===== src/rtl/multicycle_control_fsm.sv =====
// Main control FSM for the multicycle RV32I core (lw, sw, R-type, I-type ALU, beq, jal).
// Optional performance counters (cycle_cnt, instret_cnt) are built when CTRL_PERF_CNT_EN is defined.
module multicycle_control_fsm #(
    parameter int unsigned FETCH_WAIT = 0
) (
    input  logic        clk,
    input  logic        reset,
    input  logic [6:0]  op,
    input  logic        zero,
    output logic        adr_src,
    output logic        mem_read,
    output logic        mem_write,
    output logic        ir_write,
    output logic        pc_write,
    output logic        reg_write,
    output logic [1:0]  result_src,
    output logic [1:0]  alu_src_a,
    output logic [1:0]  alu_src_b,
    output logic [1:0]  alu_op,
    output logic        illegal_op
`ifdef CTRL_PERF_CNT_EN
    ,
    output logic [31:0] cycle_cnt,
    output logic [31:0] instret_cnt
`endif
);

    typedef enum logic [3:0] {
        S_FETCH    = 4'd0,
        S_DECODE   = 4'd1,
        S_MEMADR   = 4'd2,
        S_MEMREAD  = 4'd3,
        S_MEMWB    = 4'd4,
        S_MEMWRITE = 4'd5,
        S_EXECR    = 4'd6,
        S_EXECI    = 4'd7,
        S_ALUWB    = 4'd8,
        S_JAL      = 4'd9,
        S_BEQ      = 4'd10
    } state_t;

    localparam logic [6:0] OP_LOAD   = 7'b0000011;
    localparam logic [6:0] OP_STORE  = 7'b0100011;
    localparam logic [6:0] OP_RTYPE  = 7'b0110011;
    localparam logic [6:0] OP_ITYPE  = 7'b0010011;
    localparam logic [6:0] OP_JAL    = 7'b1101111;
    localparam logic [6:0] OP_BRANCH = 7'b1100011;

    localparam logic [3:0] WAIT_LAST = 4'(FETCH_WAIT);

    state_t     state_q, state_d;
    logic [3:0] wait_cnt_q, wait_cnt_d;
    logic       pc_update, branch;

    // NOTE: state registers use non-blocking assignments so every flop samples pre-edge values.
    always_ff @(posedge clk) begin
        if (reset) begin
            state_q    <= S_FETCH;
            wait_cnt_q <= '0;
        end else begin
            state_q    <= state_d;
            wait_cnt_q <= wait_cnt_d;
        end
    end

    // NOTE: every output and next-state term gets a default first, so no path can infer a latch.
    always_comb begin
        state_d    = state_q;
        wait_cnt_d = '0;
        pc_update  = 1'b0;
        branch     = 1'b0;
        adr_src    = 1'b0;
        mem_read   = 1'b0;
        mem_write  = 1'b0;
        ir_write   = 1'b0;
        reg_write  = 1'b0;
        result_src = 2'b00;
        alu_src_a  = 2'b00;
        alu_src_b  = 2'b00;
        alu_op     = 2'b00;
        illegal_op = 1'b0;

        unique case (state_q)
            S_FETCH: begin
                mem_read   = 1'b1;
                alu_src_b  = 2'b10;
                result_src = 2'b10;
                if (wait_cnt_q == WAIT_LAST) begin
                    ir_write  = 1'b1;
                    pc_update = 1'b1;
                    state_d   = S_DECODE;
                end else begin
                    wait_cnt_d = wait_cnt_q + 4'd1;
                end
            end
            S_DECODE: begin
                // ALU computes the branch/jump target from oldPC + imm while op is decoded.
                alu_src_a = 2'b01;
                alu_src_b = 2'b01;
                case (op)
                    OP_LOAD, OP_STORE: state_d = S_MEMADR;
                    OP_RTYPE:          state_d = S_EXECR;
                    OP_ITYPE:          state_d = S_EXECI;
                    OP_JAL:            state_d = S_JAL;
                    OP_BRANCH:         state_d = S_BEQ;
                    default: begin
                        illegal_op = 1'b1;
                        state_d    = S_FETCH;
                    end
                endcase
            end
            S_MEMADR: begin
                alu_src_a = 2'b10;
                alu_src_b = 2'b01;
                state_d   = (op == OP_LOAD) ? S_MEMREAD : S_MEMWRITE;
            end
            S_MEMREAD: begin
                adr_src  = 1'b1;
                mem_read = 1'b1;
                state_d  = S_MEMWB;
            end
            S_MEMWB: begin
                result_src = 2'b01;
                reg_write  = 1'b1;
                state_d    = S_FETCH;
            end
            S_MEMWRITE: begin
                adr_src   = 1'b1;
                mem_write = 1'b1;
                state_d   = S_FETCH;
            end
            S_EXECR: begin
                alu_src_a = 2'b10;
                alu_op    = 2'b10;
                state_d   = S_ALUWB;
            end
            S_EXECI: begin
                alu_src_a = 2'b10;
                alu_src_b = 2'b01;
                alu_op    = 2'b10;
                state_d   = S_ALUWB;
            end
            S_ALUWB: begin
                reg_write = 1'b1;
                state_d   = S_FETCH;
            end
            S_JAL: begin
                // Writes the jump target into PC while the ALU forms oldPC + 4 for the link register.
                alu_src_a = 2'b01;
                alu_src_b = 2'b10;
                pc_update = 1'b1;
                state_d   = S_ALUWB;
            end
            S_BEQ: begin
                alu_src_a = 2'b10;
                alu_op    = 2'b01;
                branch    = 1'b1;
                state_d   = S_FETCH;
            end
            default: state_d = S_FETCH;
        endcase

        pc_write = pc_update | (branch & zero);

        if (reset) begin
            adr_src    = 1'b0;
            mem_read   = 1'b0;
            mem_write  = 1'b0;
            ir_write   = 1'b0;
            pc_write   = 1'b0;
            reg_write  = 1'b0;
            result_src = 2'b00;
            alu_src_a  = 2'b00;
            alu_src_b  = 2'b00;
            alu_op     = 2'b00;
            illegal_op = 1'b0;
        end
    end

`ifdef CTRL_PERF_CNT_EN
    // These states always return to FETCH, so being in one marks a retiring instruction.
    logic retire;
    assign retire = (state_q == S_MEMWB) || (state_q == S_MEMWRITE) ||
                    (state_q == S_ALUWB) || (state_q == S_BEQ);

    always_ff @(posedge clk) begin
        if (reset) begin
            cycle_cnt   <= '0;
            instret_cnt <= '0;
        end else begin
            cycle_cnt <= cycle_cnt + 32'd1;
            if (retire) instret_cnt <= instret_cnt + 32'd1;
        end
    end
`endif

endmodule


===== config.mk =====
export PLATFORM = sky130hd
export DESIGN_NAME = multicycle_control_fsm
export DESIGN_NICKNAME = d
export VERILOG_FILES = /design/src/rtl/multicycle_control_fsm.sv
export SDC_FILE = /design/constraint.sdc
export NUM_CORES = 1
export LEC_CHECK = 0
export BUFFER_PORTS_ARGS = -buffer_cell sky130_fd_sc_hd__buf_2
export CAP_MARGIN = 30
export CORE_MARGIN = 4
export CORE_UTILIZATION = 29
export DETAILED_ROUTE_END_ITERATION = 10
export SYNTH_ARGS = -nofsm -noshare
export SYNTH_HDL_FRONTEND = slang
export SYNTH_SLANG_ARGS = --single-unit

===== constraint.sdc =====
create_clock -name clk -period 1.45 [get_ports clk]
set_input_delay 0.2175 -clock clk [delete_from_list [all_inputs] [get_ports clk]]
set_output_delay 0.2175 -clock clk [all_outputs]
set_load 0.02 [all_outputs]

**After elaboration in Yosys (flattened, before gate mapping)**

Cells that the tools add are included.

- Flip-flop bits (word level): 8
- Bits of input ports: 10
- Output and inout bits: 15
- Word-level logic and storage cells: 66

- Add/sub/neg operators: 1
- Eq/ne operators: 17
- Multiplexer cells: 29
- Bitwise operators: 3
- Reductions and logical operators: 14

Operators with widths:

| kind | number |
|---|---|
| 4-bit one-hot mux with 5 select lines | 2 |
| 4-bit by 3-bit equality test with 1-bit output (second input constant) | 4 |
| 1-bit 2-to-1 mux | 16 |
| 2-bit one-hot mux with 2 select lines | 4 |
| 7-bit by 6-bit equality test with 1-bit output (second input constant) | 2 |
| 7-bit equality test (second input constant) | 2 |
| 2-bit OR reduction | 7 |
| 4-bit equality test (second input constant) | 3 |
| 3-bit OR reduction | 3 |
| 4-bit by 2-bit equality test with 1-bit output (second input constant) | 2 |
| 4-bit zero test | 2 |
| 2-bit 2-to-1 mux | 4 |
| 7-bit by 2-bit equality test with 1-bit output (second input constant) | 1 |
| 7-bit by 5-bit equality test with 1-bit output (second input constant) | 1 |
| 6-bit OR reduction | 1 |
| 4-bit by 1-bit adder with 4-bit output (second input constant) | 1 |
| 4-bit by 1-bit equality test with 1-bit output (second input constant) | 1 |
| 4-bit 2-to-1 mux | 1 |
| 4-bit OR reduction | 1 |
| 3-bit 2-to-1 mux | 1 |
| 2-bit inequality test (second input constant) | 1 |
| 1-bit one-hot mux with 2 select lines | 1 |
| 1-bit AND | 1 |
| 1-bit NOT | 1 |
| 1-bit OR | 1 |

**Longest topological paths before layout**

- Depth after elaboration: 5
- Gate-level depth with buffers: 6
- Depth with buffers taken out: 5

**Least setup slack after synthesis**

Ideal clock, no wire load.

- Path type: register to output
- From: reg wait_cnt_q[0]
- To: out pc_write
- Data arrival time: 1,709 ps
- Required time: 1,233 ps
- Slack: -477 ps
- Stages on the path, launching flop included: 6
- Buffers on the path: 0
- Path through: dfxtp_1 > inv_1 > ha_1 > nand2_1 > o31a_1 > a2111oi_1

- Cells in the longest elaborated chain, start to end: 5

Ends and longest elaborated chain:

| what | line | source |
|---|---|---|
| start: declaration | 52 | `logic [3:0] wait_cnt_q, wait_cnt_d;` |
| start signal: assignment | 62 | `wait_cnt_q <= wait_cnt_d;` |
| 4-bit zero test | 88 | `if (wait_cnt_q == WAIT_LAST) begin` |
| 1-bit 2-to-1 mux | 88 |  |
| 1-bit one-hot mux with 2 select lines | 83 | `unique case (state_q)` |
| 1-bit OR | 163 | `pc_write = pc_update \| (branch & zero);` |
| 1-bit 2-to-1 mux | 165 | `if (reset) begin` |
| end: declaration | 14 | `output logic pc_write,` |

No other way between the ends.

**Final worst setup path**

- From: reg state_q[3]
- To: out ir_write

- Cells in the longest elaborated chain, start to end: 3

Ends and longest elaborated chain:

| what | line | source |
|---|---|---|
| start: declaration | 51 | `state_t state_q, state_d;` |
| start signal: assignment | 61 | `state_q <= state_d;` |
| 4-bit zero test | 83 |  |
| 1-bit 2-to-1 mux | 83 |  |
| 1-bit 2-to-1 mux | 165 |  |
| end: declaration | 13 | `output logic ir_write,` |

No other way between the ends.

==> flow_summary.toml <==
[setup_path]
crit_path_max_fanout = 4
cp_cell_sequence = "or2_1 -> or4_4 -> nor2_4 -> buf_6"
path_depth = 4
worstSetupPathType = "flip-flop to output port"
critPathMaxStageDelay_ns = 0.46
path_delay_family = "simple AND/OR/NAND/NOR gates"
cp-startpoint = "state_q[3]"
start_kind = "flip-flop"
cp_num_buf_inv = 1
cp.required_ns = 1.23
cp.arrival_ns = 1.52
worstRegToRegCells = 6
cpMaxStageDelayCell = "or4_4"
r2r_start = "state_q[3]"
endpoint_kind = "output port"

[yosys]
synth-edff-count = 0
synthCells = 96
synth.cell_area_um2 = 684
synth_most_common_cell = "nor2_1"
synth_area_per_cell_um2 = 7.13
yosysWarnings = 0
synthTopCellsByArea = "dfxtp_1 23%, nor2_1 7.1%, nor3_1 5.9%, xnor2_1 5.1%, nand2_1 4.9%"
synthTopCellsByCount = "13 x nor2_1, 9 x nand2_1, 8 x dfxtp_1, 8 x nor3_1"
synth-main-ff-cell = "dfxtp_1"
yosysTopAreaCellShare_pct = 23.4
syn_nets = 108
synth-async-reset-ratio_pct = 0
ys_ff_latch = 8
yosysSeqAreaShare_pct = 23.4
yosys.cell_types.count = 38
synth_top_area_cell = "dfxtp_1"

[sta]
tns_ns = -1.65
holdWs_ns = 0.306
fmax_mhz = 576
setup_slack_ns = -0.286
min_period_over_period_pct = 120
grt_setup_unrepaired = "true"
relSlewSlack_pct = 80.5
setup_viol = 14
final-max-slew-violation-count = 0
finClkSkew_ns = 0.00251
tightest_slew_ns = 0.292
hold_violations = 0
fin_crit_ns = 1.74

[clock_tree]
cts_tree = "built"
h-tree-depth = 1
clkTransAtPathRegs_ns = 0.05
cts_num_sinks = 8
cts_buffers = 3
clk-insertion-delay-late_ns = 0.26
cts_hold_buf = 0
cts_root_buffer = "clkbuf_4"
clockBufferDepth = 2

[power]
irDropWorstVdd_v = 0.000304
leakage_nw = 0.533
power.density_nw_per_um2 = 475

[place]
io_buffers = 24
gp_congestion = 0.886
post-dp-hpwl_um = 1570

[drt]
wl_per_cell_um = 13.3
post-route-drc-count = 0
ant_nets = 0
drt_first_pass_iters = 4
drt_iter0_markers = 12
num_vias = 840
viasPerCell = 5.00
routed_wl_um = 2240

[grt]
top_usage_layer = "met2"
met1_usage_pct = 17.3
grt_antenna_before_repair = 0
grt_use_met3_pct = 3.68
grt_max_degree = 13
grt_use_met2_pct = 25.6
grt_use_total_pct = 14.8
grt_pass1_vias = 870
grt_pass1_wl_um = 3780
grt_remaining_overflow = 0

[die]
start_util_pct = 30.6
die_h_um = 56.6
core_um2 = 2230
pin_count = 25
die_w_um = 56.6
dieArea_um2 = 3200
rows = 17

[outcome]
outcome = "finished with violations"
violations = "setup timing"

[hold_path]
hold_depth = 4
hold_path_startpoint = "op[5]"
hold_path_class = "primary input to flip-flop"

[cells_and_area]
areaGrowthSynthToFinish_pct = 86.7
final_nets = 154
n_antenna_cell = 0
drive_above_1_share_pct = 64.3

[flow_run]
max_cap_violations = 0
-- power breakdown --
part           total [W]  internal [W]  switching, W
Sequential      0.000224      0.000220    0.00000419
Clock           0.000173     0.0000948     0.0000777
Combinational   0.000210      0.000104      0.000106
-- flip-flops by register name, indices dropped and copies added, names as in the netlist --
| signal | cells |
|---|---|
| state_q | 4 |
| wait_cnt_q | 4 |
-- cell usage in the layout, fill, tap and decap left out, types with 2 or more instances in the layout --
master and instances:
nor2_2 3, nor3b_1 3, o21ai_0 2, nor2_1 8
inv_2 3, a31oi_1 2, a21oi_1 4, clkbuf_4 3
buf_6 9, nand2b_4 2, dfxtp_4 2, nor4_2 2
nor3_2 4, nor3_1 2, nor2_4 3, xor2_1 2
buf_2 9, buf_4 29, nand2_2 5, dfxtp_1 3
dfxtp_2 3, nand2_1 5, xnor2_1 3, a211oi_2 2
nor3_4 2
-- layout make-up --
| type | instances | area (µm²) |
|---|---|---|
| repair buffers | 47 | 364 |
| multi-input cells | 78 | 669 |
| clock buffers | 3 | 22.5 |
| flip-flops and latches | 8 | 171 |
| well taps | 28 | 35.0 |
| inverters | 4 | 15.0 |
| fillers | 199 | 956 |
-- worst min-delay path, cell delays in order --
cell and delay (ns):
buf_2 0.10, nor3_1 0.06, nand2_1 0.08, a211oi_2 0.07
-- timing repair --
action / 4_1_cts / 5_1_grt
pin swaps: 4 / 9
setup buffers: 7 / 3
resized for setup: 45 / 16
gates cloned: 0 / 0
endpoints found under the setup margin: 15 / 21
-- metrics by stage --
stage | instances | utilization [%] | worst slack (ns) | total power, W | cell area (µm²)
after floorplan | 96 | - | -0.0939 | 0.000323 | 739
after global routing | 168 | 57.2 | -0.337 | 0.000641 | 1280
final | 168 | 57.2 | -0.286 | 0.000606 | 1280
after detailed placement | 158 | 44.3 | -0.126 | 0.000389 | 988
after global placement | 158 | 44.3 | -0.106 | 0.000385 | 988
after CTS | 167 | 54.3 | -0.294 | 0.000598 | 1210
-- cells by family after synthesis --
group                      Yosys count  share of synthesized area [%]
DFF                                  8                           23.4
AOI/OAI and AO/OA                   15                           14.8
adders and majority gates            2                           3.66
xor gates and xnor gates             6                           7.68
muxes                                1                           1.65
and+or+nand+nor                     54                           42.8
buffers and inverters               10                           6.03
-- final timing paths --
kind	end	slack [ns]
worst max-delay path	ir_write	-0.29
worst min-delay path	state_q[1]	0.31
worst max register to register	wait_cnt_q[1]	-0.07
worst min register to register	wait_cnt_q[3]	0.54
-- routing by layer --
metal  share of wire, %  wire [µm]
met1                 41        924
met5                  0          0
met3                4.5        100
met2                 52       1170
met4                1.8         41
(Power assumes the default switching activity.)
